**src/rtl/irr_pkg.sv**
```systemverilog
// Shared types and default constants for the irrigation sequencer.
package irr_pkg;

  typedef enum logic [2:0] {
    ST_IDLE = 3'd0,
    ST_LOAD = 3'd1,
    ST_RUN  = 3'd2,
    ST_GAP  = 3'd3,
    ST_DONE = 3'd4
  } irr_state_e;

  localparam int IRR_W         = 4;
  localparam int IRR_NZONES    = 3;
  localparam int IRR_GAP_TICKS = 2;

  // The drain counter only has to count 0..GAP_TICKS-1.
  function automatic int gap_cnt_width(input int gap_ticks);
    return (gap_ticks < 2) ? 1 : $clog2(gap_ticks);
  endfunction

endpackage

```
**src/rtl/irr_down_timer.sv**
```systemverilog
// Loadable W-bit down counter that stops at zero; used as the zone run timer.
module irr_down_timer
  import irr_pkg::*;
#(
  parameter int W = IRR_W
) (
  input  logic         clk,
  input  logic         reset,
  input  logic         i_clear,
  input  logic         i_load,
  input  logic [W-1:0] i_load_val,
  input  logic         i_en,
  output logic [W-1:0] o_count,
  output logic         o_zero
);

  logic [W-1:0] r_count;

  // Counter register: clear beats load, load beats decrement, never wraps below zero.
  always_ff @(posedge clk) begin
    if (reset) begin
      r_count <= '0;
    end else if (i_clear) begin
      r_count <= '0;
    end else if (i_load) begin
      r_count <= i_load_val;
    end else if (i_en && (r_count != '0)) begin
      r_count <= r_count - W'(1'b1);
    end else begin
      r_count <= r_count;
    end
  end

  assign o_count = r_count;
  assign o_zero  = (r_count == '0);

endmodule

```
**src/rtl/irrigation_sequencer.sv**
```systemverilog
// Waters each requested zone in ascending order for its programmed number of
// ticks, with a valve-off drain gap between zones.
module irrigation_sequencer
  import irr_pkg::*;
#(
  parameter int W         = IRR_W,
  parameter int NZONES    = IRR_NZONES,
  parameter int GAP_TICKS = IRR_GAP_TICKS
) (
  input  logic                  clk,
  input  logic                  reset,
  input  logic                  tick,
  input  logic                  start,
  input  logic                  abort,
  input  logic [NZONES-1:0]     req,
  input  logic [NZONES*W-1:0]   dur,
  output logic [NZONES-1:0]     valve,
  output logic [1:0]            zone_id,
  output logic [W-1:0]          remaining,
  output logic                  busy,
  output logic                  done
);

  localparam int GW = gap_cnt_width(GAP_TICKS);
  localparam logic [GW-1:0] GAP_LAST = GW'((GAP_TICKS > 0) ? GAP_TICKS - 1 : 0);

  irr_state_e          r_state;
  irr_state_e          w_state_nxt;
  logic [NZONES-1:0]   r_pending;
  logic [NZONES-1:0]   w_pending_nxt;
  logic [1:0]          r_zone_id;
  logic [1:0]          w_zone_id_nxt;
  logic [GW-1:0]       r_gap_cnt;
  logic [GW-1:0]       w_gap_cnt_nxt;

  logic [1:0]          w_sel;
  logic [NZONES-1:0]   w_sel_mask;
  logic [NZONES-1:0]   w_pending_left;
  logic [W-1:0]        w_sel_dur;

  logic                w_abort_act;
  logic                w_tmr_load;
  logic                w_tmr_en;
  logic                w_tmr_clear;
  logic [W-1:0]        w_tmr_count;
  logic                w_tmr_zero;

  assign w_abort_act = abort && (r_state != ST_IDLE);

  irr_down_timer #(
    .W (W)
  ) u_zone_timer (
    .clk        (clk),
    .reset      (reset),
    .i_clear    (w_tmr_clear),
    .i_load     (w_tmr_load),
    .i_load_val (w_sel_dur),
    .i_en       (w_tmr_en),
    .o_count    (w_tmr_count),
    .o_zero     (w_tmr_zero)
  );

  // Lowest-index pending zone and its programmed duration.
  always_comb begin
    w_sel     = 2'd0;
    w_sel_dur = '0;
    for (int k = NZONES - 1; k >= 0; k--) begin
      w_sel = r_pending[k] ? 2'(k) : w_sel;
    end
    for (int k = 0; k < NZONES; k++) begin
      w_sel_dur = (2'(k) == w_sel) ? dur[k*W +: W] : w_sel_dur;
    end
    w_sel_mask     = NZONES'(1'b1) << w_sel;
    w_pending_left = r_pending & ~w_sel_mask;
  end

  // Next-state and datapath control.
  always_comb begin
    w_state_nxt   = r_state;
    w_pending_nxt = r_pending;
    w_zone_id_nxt = r_zone_id;
    w_gap_cnt_nxt = r_gap_cnt;
    w_tmr_load    = 1'b0;
    w_tmr_en      = 1'b0;
    w_tmr_clear   = 1'b0;

    if (w_abort_act) begin
      w_state_nxt   = ST_IDLE;
      w_pending_nxt = '0;
      w_gap_cnt_nxt = '0;
      w_tmr_clear   = 1'b1;
    end else begin
      case (r_state)
        ST_IDLE: begin
          if (start && !abort) begin
            w_pending_nxt = req;
            w_state_nxt   = (req != '0) ? ST_LOAD : ST_DONE;
          end else begin
            w_state_nxt   = ST_IDLE;
          end
        end

        ST_LOAD: begin
          w_zone_id_nxt = w_sel;
          w_pending_nxt = w_pending_left;
          w_tmr_load    = 1'b1;
          // A zero-length zone is skipped without ever opening its valve.
          if (w_sel_dur == '0) begin
            w_state_nxt = (w_pending_left != '0) ? ST_LOAD : ST_DONE;
          end else begin
            w_state_nxt = ST_RUN;
          end
        end

        ST_RUN: begin
          w_tmr_en = tick;
          if (tick && ((w_tmr_count == W'(1'b1)) || w_tmr_zero)) begin
            w_state_nxt   = ST_GAP;
            w_gap_cnt_nxt = '0;
          end else begin
            w_state_nxt   = ST_RUN;
          end
        end

        ST_GAP: begin
          if ((GAP_TICKS == 0) || (tick && (r_gap_cnt == GAP_LAST))) begin
            w_state_nxt = (r_pending != '0) ? ST_LOAD : ST_DONE;
          end else if (tick) begin
            w_gap_cnt_nxt = r_gap_cnt + GW'(1'b1);
          end else begin
            w_state_nxt = ST_GAP;
          end
        end

        ST_DONE: begin
          w_state_nxt = ST_IDLE;
        end

        default: begin
          w_state_nxt   = ST_IDLE;
          w_pending_nxt = '0;
          w_tmr_clear   = 1'b1;
        end
      endcase
    end
  end

  // State and sequencing registers.
  always_ff @(posedge clk) begin
    if (reset) begin
      r_state   <= ST_IDLE;
      r_pending <= '0;
      r_zone_id <= 2'd0;
      r_gap_cnt <= '0;
    end else begin
      r_state   <= w_state_nxt;
      r_pending <= w_pending_nxt;
      r_zone_id <= w_zone_id_nxt;
      r_gap_cnt <= w_gap_cnt_nxt;
    end
  end

  // Outputs decoded from registered state only, so inputs never reach them combinationally.
  always_comb begin
    if (r_state == ST_RUN) begin
      valve     = NZONES'(1'b1) << r_zone_id;
      remaining = w_tmr_count;
    end else begin
      valve     = '0;
      remaining = '0;
    end
    zone_id = (r_state == ST_LOAD) ? w_sel : r_zone_id;
    busy    = (r_state != ST_IDLE);
    done    = (r_state == ST_DONE);
  end

endmodule

```
**config.mk**
```make
export PLATFORM = sky130hd
export DESIGN_NAME = irrigation_sequencer
export DESIGN_NICKNAME = d
export VERILOG_FILES = /design/src/rtl/irr_pkg.sv /design/src/rtl/irr_down_timer.sv /design/src/rtl/irrigation_sequencer.sv
export SDC_FILE = /design/constraint.sdc
export NUM_CORES = 1
export LEC_CHECK = 0
export CAP_MARGIN = 20
export CORE_ASPECT_RATIO = 1.5
export CORE_MARGIN = 2
export CORE_UTILIZATION = 40
export CTS_CLUSTER_DIAMETER = 30
export DETAILED_ROUTE_END_ITERATION = 6
export GPL_ROUTABILITY_DRIVEN = 1
export MAX_ROUTING_LAYER = met4
export PLACE_DENSITY = 0.71
export SLEW_MARGIN = 20
export SYNTH_ARGS = -nofsm -noshare
export SYNTH_HDL_FRONTEND = slang
export SYNTH_SLANG_ARGS = --single-unit
```
**constraint.sdc**
```tcl
create_clock -name clk -period 5.15 [get_ports clk]
set_input_delay 0.7725 -clock clk [delete_from_list [all_inputs] [get_ports clk]]
set_output_delay 0.7725 -clock clk [all_outputs]
set_load 0.02 [all_outputs]
```
Yosys cells after proc, flatten, opt, wreduce, memory -nomap -nowiden. Index checks and enable logic that the tools add are counted.

Add/subtract/negate cells: 2. Equal/unequal tests: 12. Shift-type cells: 2. Muxes and demuxes: 32. Bitwise logic cells: 3. Reductions and logical operators: 24.

Operators with widths (count): 2-to-1 mux 3 bit (9); 2-to-1 mux 4 bit (6); case mux 3 bit (4 select lines) (1); nonzero test 3 bit (4); 2-to-1 mux 1 bit (10); case mux 3 bit (3 select lines) (1); logical NOT 4 bit (2); 2-to-1 mux 2 bit (4); != test 2 bit, second input constant (4); == test 3 x 2 -> 1 bit, second input constant (2); left shift 1 x 2 -> 3 bit, first input constant (2); logical AND 1 bit (5); OR reduction 5 bit (1); == test 4 x 1 -> 1 bit, second input constant (1); AND reduction 4 bit (1); nonzero test 2 bit (2); nonzero test 4 bit (1); OR reduction 2 bit (2); subtractor 4 x 1 -> 4 bit, second input constant (1); bitwise AND 3 bit (1); == test 3 x 1 -> 1 bit, second input constant (1); == test 3 bit, second input constant (1); logical NOT 3 bit (1); != test 3 bit, second input constant (1); other kinds (11) (11).

Register bits: 13. Bits of input ports: 20. Output and inout bits: 11. Word-level logic and storage cells: 80.

Longest topological paths before layout. Gate-level depths: netlist (run 1).

Word-level depth: 10. Gate-level depth with buffers: 6. Mapped depth without buffers: 6.

Modules after synthesis. Synthesis (run 1) repeated with hierarchy kept, for this count alone.

Cells, all modules: 129. Area total of the unflattened synthesis: 943.4 sq um.

By module, submodules not included: irrigation_sequencer (times used 1, cells each 98, area an instance 686.9 sq um, seq. area each 180.2 sq um); irr_down_timer (times used 1, cells each 31, area an instance 256.5 sq um, seq. area each 80.1 sq um).

Worst setup path before layout (run 1). Ideal clock, no wire load.

Path type: register -> output. Start: register r_state[1]. End: output port zone_id[1]. Arrival time: 1.557 ns. Data required time: 4.378 ns. Setup slack: 2.820 ns. Cell stages (with the launch flop): 5. Path buffers: 2. Cells stage by stage: dfxtp_1 clkbuf_1 or3b_1 clkbuf_1 o31ai_1.

Longest elaborated chain between the ends: 2.

RTL lines: from (decl) (RTL line irrigation_sequencer.sv:27) `irr_state_e r_state;`; from (signal assigned) (RTL line irrigation_sequencer.sv:156) `r_state <= w_state_nxt;`; == test 3 x 1 -> 1 bit (RTL line irrigation_sequencer.sv:172) `zone_id = (r_state == ST_LOAD) ? w_sel : r_zone_id;`; 2-to-1 mux 2 bit; to (decl) (RTL line irrigation_sequencer.sv:18) `output logic [1:0] zone_id,`.

No other way between the ends.

Worst setup path after layout (run 1).
Start: register r_state[0]. End: output port zone_id[1].

Same word-level chain as after synthesis.

==> impl_results.md, run 1 <==
* Status: finished clean
* Min cycle time layout at 3040 ps
* DR vias/cell at 5.97
* Fin Hold WS at between 500 and 600 ps
* Initial antenna violation count at 0
* Vias at about 1,100
* Routed wire length at between 2000 and 3000 um
* Setup WS post-layout at approximately 2100 ps
* Number of max-cap violations at 0
* Async set or reset register ratio after synthesis at 0%
* Post-synth EDFFs at 0
* Max stage delay on crit path at between 600 and 700 ps
* Crit share post-route at 59.0%
* Top delay family on crit path: buffers and inverters
* Routed length per instance at roughly 14 um
* TritonCTS Sinks at 13
* Avg Inst Size Synth at ~7.9 um^2
* Max-slew violations at 0
* Worst path cell trace: or3b_1, o31ai_1, clkdlybuf4s50_1
* Post-cts sizing count at 0
* Worst-Skew Late Latency at approximately 270 ps
* WP buf/inv at 1
* Initial Util at roughly two fifths
* Fillers at between 200 and 250
* Root Buffer: clkbuf_4
* Share of cells above drive strength 1 at roughly 9.7%
* Setup TNS at 0 ps
* DP Wirelength at 2080 um
* Max-slew headroom at 57.2%
* Hold buffers post-CTS at 0
* First-pass GRT wire length at between 4000 and 5000 um
* # IOs at 31
* Count of synthesis-stage warnings from yosys at 0
* Pwr dens at about 190 mW/mm^2
* Diodes inserted at 0
* CP Max Fanout at 14
* CP Capture Type: output pin
* Main synth FF type: dfxtp_1
* Gr usage total at about a fifth
* PortBufs at 30
* Post-Place Worst Slack at 2400 ps
* Total CTS buffers at 3
* Hold WC Path Type: reg -> reg
* Most common cell after layout, fill and taps aside: clkdlybuf4s50_1
* Total chip power at 261 uW
* Largest net degree at the start of global routing at 15
* Height of the die at ~66 um
* Commonest non-fill, non-tap cells in the layout: clkdlybuf4s50_1 (30), nor2_1 (18), dfxtp_1 (13)
* H-tree levels at 1
* CP Data Arrival Time at about 2300 ps
* Crit Path Category: reg -> out
* Post-route ant nets at 0
* Total grt overflow at 0
* Seq/Total Area, Yosys at between 20 and 30%
* Final-report hold violation count at 0
* Post-synthesis cell area at a little over 0.001 mm^2
* Final setup viols at 0
* Leakage at around 0.00047 uW
* Initial drt markers at 18
* Syn_nets at 152
* DRC at 0
* Clk slew on worst S/H paths at 80 ps
* Post-CTS Setup Bufs at 0
* Tightest Pin Transition at 633 ps
* CTS tree: built
* #FFs+latches synth at 13
* Area growth syn-to-layout at 31.0%
* Core area at between 0.002 and 0.0025 mm^2
* Final nets at approximately 180
* RSZ-0062 raised after global routing: no
* Max Clock Skew at around 2.5 ps
* Die W at 45.3 um
* CP max-delay cell: clkdlybuf4s50_1
* Mapped Cells at between 100 and 150
* Required time of the critical path at 4380 ps
* GP Congestion at around 0.92
* Distinct cell type count after synthesis at 50
* 1st-pass router iterations at 4
* Vias in the first global route at around 960
* Largest buffer count on any clock path at 2
* Startpoint Class: flop
* F_max at about 330 MHz
* Worst ir drop on vdd at 0.106 mV
* Row cnt at 22
* Die footprint at around 0.0030 mm^2
-- flip-flops by register name (all words and copies together) (netlist names) --
name / count
u_zone_timer.o_count: 4
r_state: 3
r_pending: 3
r_gap_cnt: 1
r_zone_id: 2
-- per-layer routing --
metal  global-route usage [%]  up-vias  wire (um)
met3                     3.55        2         71
met2                     31.3       21       1380
met5                        -        -          0
li1                         -      538          -
met1                     22.4      508       1110
met4                     5.15        0         23
-- cells by family (layout without fill, tap and decap cells) --
family	after synthesis	in the layout	share of synthesized area, %
AOI/OAI and AO/OA	31	31	24.5
xor gates and xnor gates	3	3	2.56
adders and majority gates	3	3	3.66
buffers and inverters	13	39	5.62
DFF	13	13	25.4
and+or+nand+nor	66	66	38.2
-- synthesized netlist by cell type (all sizes together) (2+ instances only) --
cell | instances | area (um^2)
buf | 2 | 16.3
clkbuf | 6 | 22.5
or2b | 2 | 15.0
nor3 | 7 | 35.0
o221a | 4 | 45.0
nand3 | 3 | 15.0
and2 | 3 | 18.8
dfxtp | 13 | 260
or2 | 2 | 12.5
or4b | 5 | 50.1
nand4 | 4 | 25.0
nand2 | 4 | 15.0
ha | 3 | 37.5
nand2b | 3 | 18.8
o21ai | 3 | 15.0
nor3b | 2 | 15.0
o31ai | 2 | 20.0
xor2 | 2 | 17.5
nor2 | 18 | 67.6
or3b | 3 | 26.3
o211a | 2 | 20.0
a211oi | 3 | 22.5
or4 | 2 | 18.8
inv | 5 | 18.8
a21oi | 6 | 30.0
or3 | 2 | 12.5
-- worst reg2reg max path, cell delays in order (launching register included) --
cell     delay [ps]
dfxtp_1         490
or2b_1          340
o221a_2         300
or4_4           560
o41ai_2         290
-- final timing paths --
path / startpoint / to / slack, ps / depth (start not counted)
min reg2reg: r_gap_cnt / r_gap_cnt / 520 / 2
max reg2reg: r_pending[1] / r_state[2] / 3070 / 4
min: r_gap_cnt / r_gap_cnt / 520 / 2
max: r_state[0] / zone_id[1] / 2110 / 3
-- where the power goes --
group / internal (uW) / switching, uW / leakage [uW] / total, uW
Combinational: 42.4 / 39.4 / 0.000346 / 81.8
Clock: 29.9 / 33.0 / 0.0000150 / 63.0
Sequential: 106 / 10.5 / 0.000105 / 116
Total: 178 / 83.0 / 0.000467 / 261
-- final cells by class --
class	count	area, um^2	share of cell area, %
Sequential cell	13	260	19.4
Tap cell	24	30.0	2.24
Timing Repair Buffer	30	300	22.4
Clock buffer	4	26.3	1.96
Multi-Input combinational cell	103	707	52.7
Inverter	5	18.8	1.40
-- per-stage QoR --
stage          std cells  instance area (um^2)  util (%)
6_report             179                  1340      54.8
5_1_grt              179                  1340      54.8
4_1_cts              179                  1340      54.8
3_5_place_dp         175                  1320      53.7
3_3_place_gp         175                  1320      53.7
2_1_floorplan        129                  1020         -
Power figures use the tool's default switching activity.
==> run 2: changes to the inputs <==
==> constraint.sdc (replaced) <==
create_clock -name clk -period 3.1 [get_ports clk]
set_input_delay 0.465 -clock clk [delete_from_list [all_inputs] [get_ports clk]]
set_output_delay 0.465 -clock clk [all_outputs]
set_load 0.02 [all_outputs]
==> impl_results.md, run 2 (synthesis gave the netlist of run 1 again) <==
* Worst path cell trace: or3b_1, o31ai_1, clkdlybuf4s50_1
* Max Clock Skew at 3.72 ps (+1.17 ps)
* Routed length per instance at 14.6 um (+1.4%)
* Required time of the critical path at 2630 ps (-1750 ps)
* Initial antenna violation count at 0 (unchanged)
* DR vias/cell at 5.97 (about the same)
* Largest register FFs at 4 (unchanged)
* Largest net degree at the start of global routing at 15 (unchanged)
* Top delay family on crit path: buffers and inverters
* Die footprint at 0.00299 mm^2 (unchanged)
* CP Max Fanout at 14 (unchanged)
* Max-slew headroom at 58.0% (+0.83 points)
* Number of max-cap violations at 0 (unchanged)
* Net Sw Power at 141 uW (+70%)
* Routed wire length at 2620 um (+1.4%)
* # IOs at 31 (unchanged)
* TritonCTS Sinks at 13 (unchanged)
* F_max at roughly 360 MHz
* Register Area at 260 um^2 (unchanged)
* Clock power frac at 24.7% (+0.6 points)
* Hold buffers post-CTS at 0 (unchanged)
* Final setup viols at 0 (unchanged)
* Vias at 1,068 (-0.094%)
* Crit Path Category: reg -> out
* Leakage at 0.000467 uW (unchanged)
* Commonest non-fill, non-tap cells in the layout: clkdlybuf4s50_1 (30), nor2_1 (18), dfxtp_1 (13)
* Crit share post-route at 90.6%
* First-pass GRT wire length at 4180 um (+0.50%)
* 1st-pass router iterations at 4 (unchanged)
* Min cycle time layout at roughly 2800 ps
* Largest buffer count on any clock path at 2 (unchanged)
* Post-CTS Setup Bufs at 0 (unchanged)
* Die W at 45.3 um (unchanged)
* Total CTS buffers at 3 (unchanged)
* Row cnt at 22 (unchanged)
* Fin cells at 179 (unchanged)
* Final-report hold violation count at 0 (unchanged)
* Startpoint Class: flop
* Diodes inserted at 0 (unchanged)
* PortBufs at 30 (unchanged)
* Height of the die at 66.0 um (unchanged)
* Most common cell after layout, fill and taps aside: clkdlybuf4s50_1
* H-tree levels at 1 (unchanged)
* Setup TNS at 0 ps (unchanged)
* Area growth syn-to-layout at 31.0% (unchanged)
* Worst-Skew Late Latency at 280 ps (about the same)
* Switching fraction of total power at 32.3% (+0.55 points)
* Pint at 296 uW (+66%)
* Initial Util at 41.8% (unchanged)
* Area of the multi-input gates at 707 um^2 (unchanged)
* Fin Hold WS at 525 ps (+8.26 ps)
* Gate power share at 30.9% (-0.4 points)
* RSZ-0062 raised after global routing: no
* Tightest Pin Transition at 621 ps (-12.3 ps)
* DP Wirelength at 2070 um (-0.10%)
* Initial drt markers at 24 (+6)
* Share of cells above drive strength 1 at 9.68% (unchanged)
* Pwr dens at 326 mW/mm^2 (+68%)
* Status: finished clean
* Max-slew violations at 0 (unchanged)
* Hold WC Path Type: reg -> reg
* CP max-delay cell: clkdlybuf4s50_1
* Post-Place Cells at 175 (unchanged)
* Fillers at 233 (-0.85%)
* DRC at 0 (unchanged)
* WP buf/inv at 1 (unchanged)
* Root Buffer: clkbuf_4
* Post-cts sizing count at 0 (unchanged)
* Final nets at 179 (unchanged)
* Gr usage total at 19.1% (+0.37 points)
* Worst R2R Setup Slack at 1020 ps (-2050 ps)
* Clk slew on worst S/H paths at 80 ps (about the same)
* CP Capture Type: output pin
* CP Data Arrival Time at 2340 ps (+70 ps)
* Vias in the first global route at 943 (-1.9%)
* CTS tree: built
* Post-route ant nets at 0 (unchanged)
* Total grt overflow at 0 (unchanged)
* Max stage delay on crit path at 660 ps (about the same)
* Core area at 0.00245 mm^2 (unchanged)
* Worst ir drop on vdd at 0.213 mV (+100%)
* Seq pwr share at 44.4% (-0.2 points)
* GP Congestion at 0.923 (about the same)
[run 2: cell counts in the layout (fill, tap and decap cells not counted)]
No cell type changed its count.
[run 2: power groups by stage]
stage               sequential (uW)  combinational [uW]  clock, uW
finish                          194                 135        108
global route                    197                 149        118
CTS                             194                 136        109
detailed placement              198                 135          0
global placement                197                 134          0
floorplan                       186                93.7          0
[run 2: area by class of cell]
class,count,area share (%)
Sequential cell,13,19.4
Clock buffer,4,1.96
Multi-Input combinational cell,103,52.7
Timing Repair Buffer,30,22.4
Inverter,5,1.40
Tap cell,24,2.24
[run 2: tightest hold or removal path, delay by kind of cell (launching register included)]
kind	cells	cell delay [ps]
flip-flops	1	360
AND/OR/NAND/NOR	1	70
AO/OA/AOI/OAI	1	60
[run 2: through the flow]
step	cell area, um^2	power [uW]	util [%]	setup WS, ps
4_1_cts	1340	439	54.8	307
5_1_grt	1340	464	54.8	184
2_1_floorplan	1020	280	-	1080
6_report	1340	438	54.8	292
3_3_place_gp	1320	331	53.7	677
3_5_place_dp	1320	333	53.7	620
[run 2: path summary, 6_finish.rpt]
| check | start | end | depth (start not counted) |
|---|---|---|---|
| hold / removal | r_gap_cnt | r_gap_cnt | 2 |
| hold reg to reg | r_gap_cnt | r_gap_cnt | 2 |
| setup / recovery | r_state[0] | zone_id[1] | 3 |
| setup reg to reg | r_pending[0] | r_state[2] | 4 |
[run 2: layer usage]
metal / global-route usage [%] / vias up / share of wire [%]
met5: - / - / 0
met4: 9.56 / 0 / 3.5
met3: 2.73 / 9 / 3.2
met2: 32.0 / 29 / 51
met1: 21.4 / 492 / 43
li1: - / 538 / -
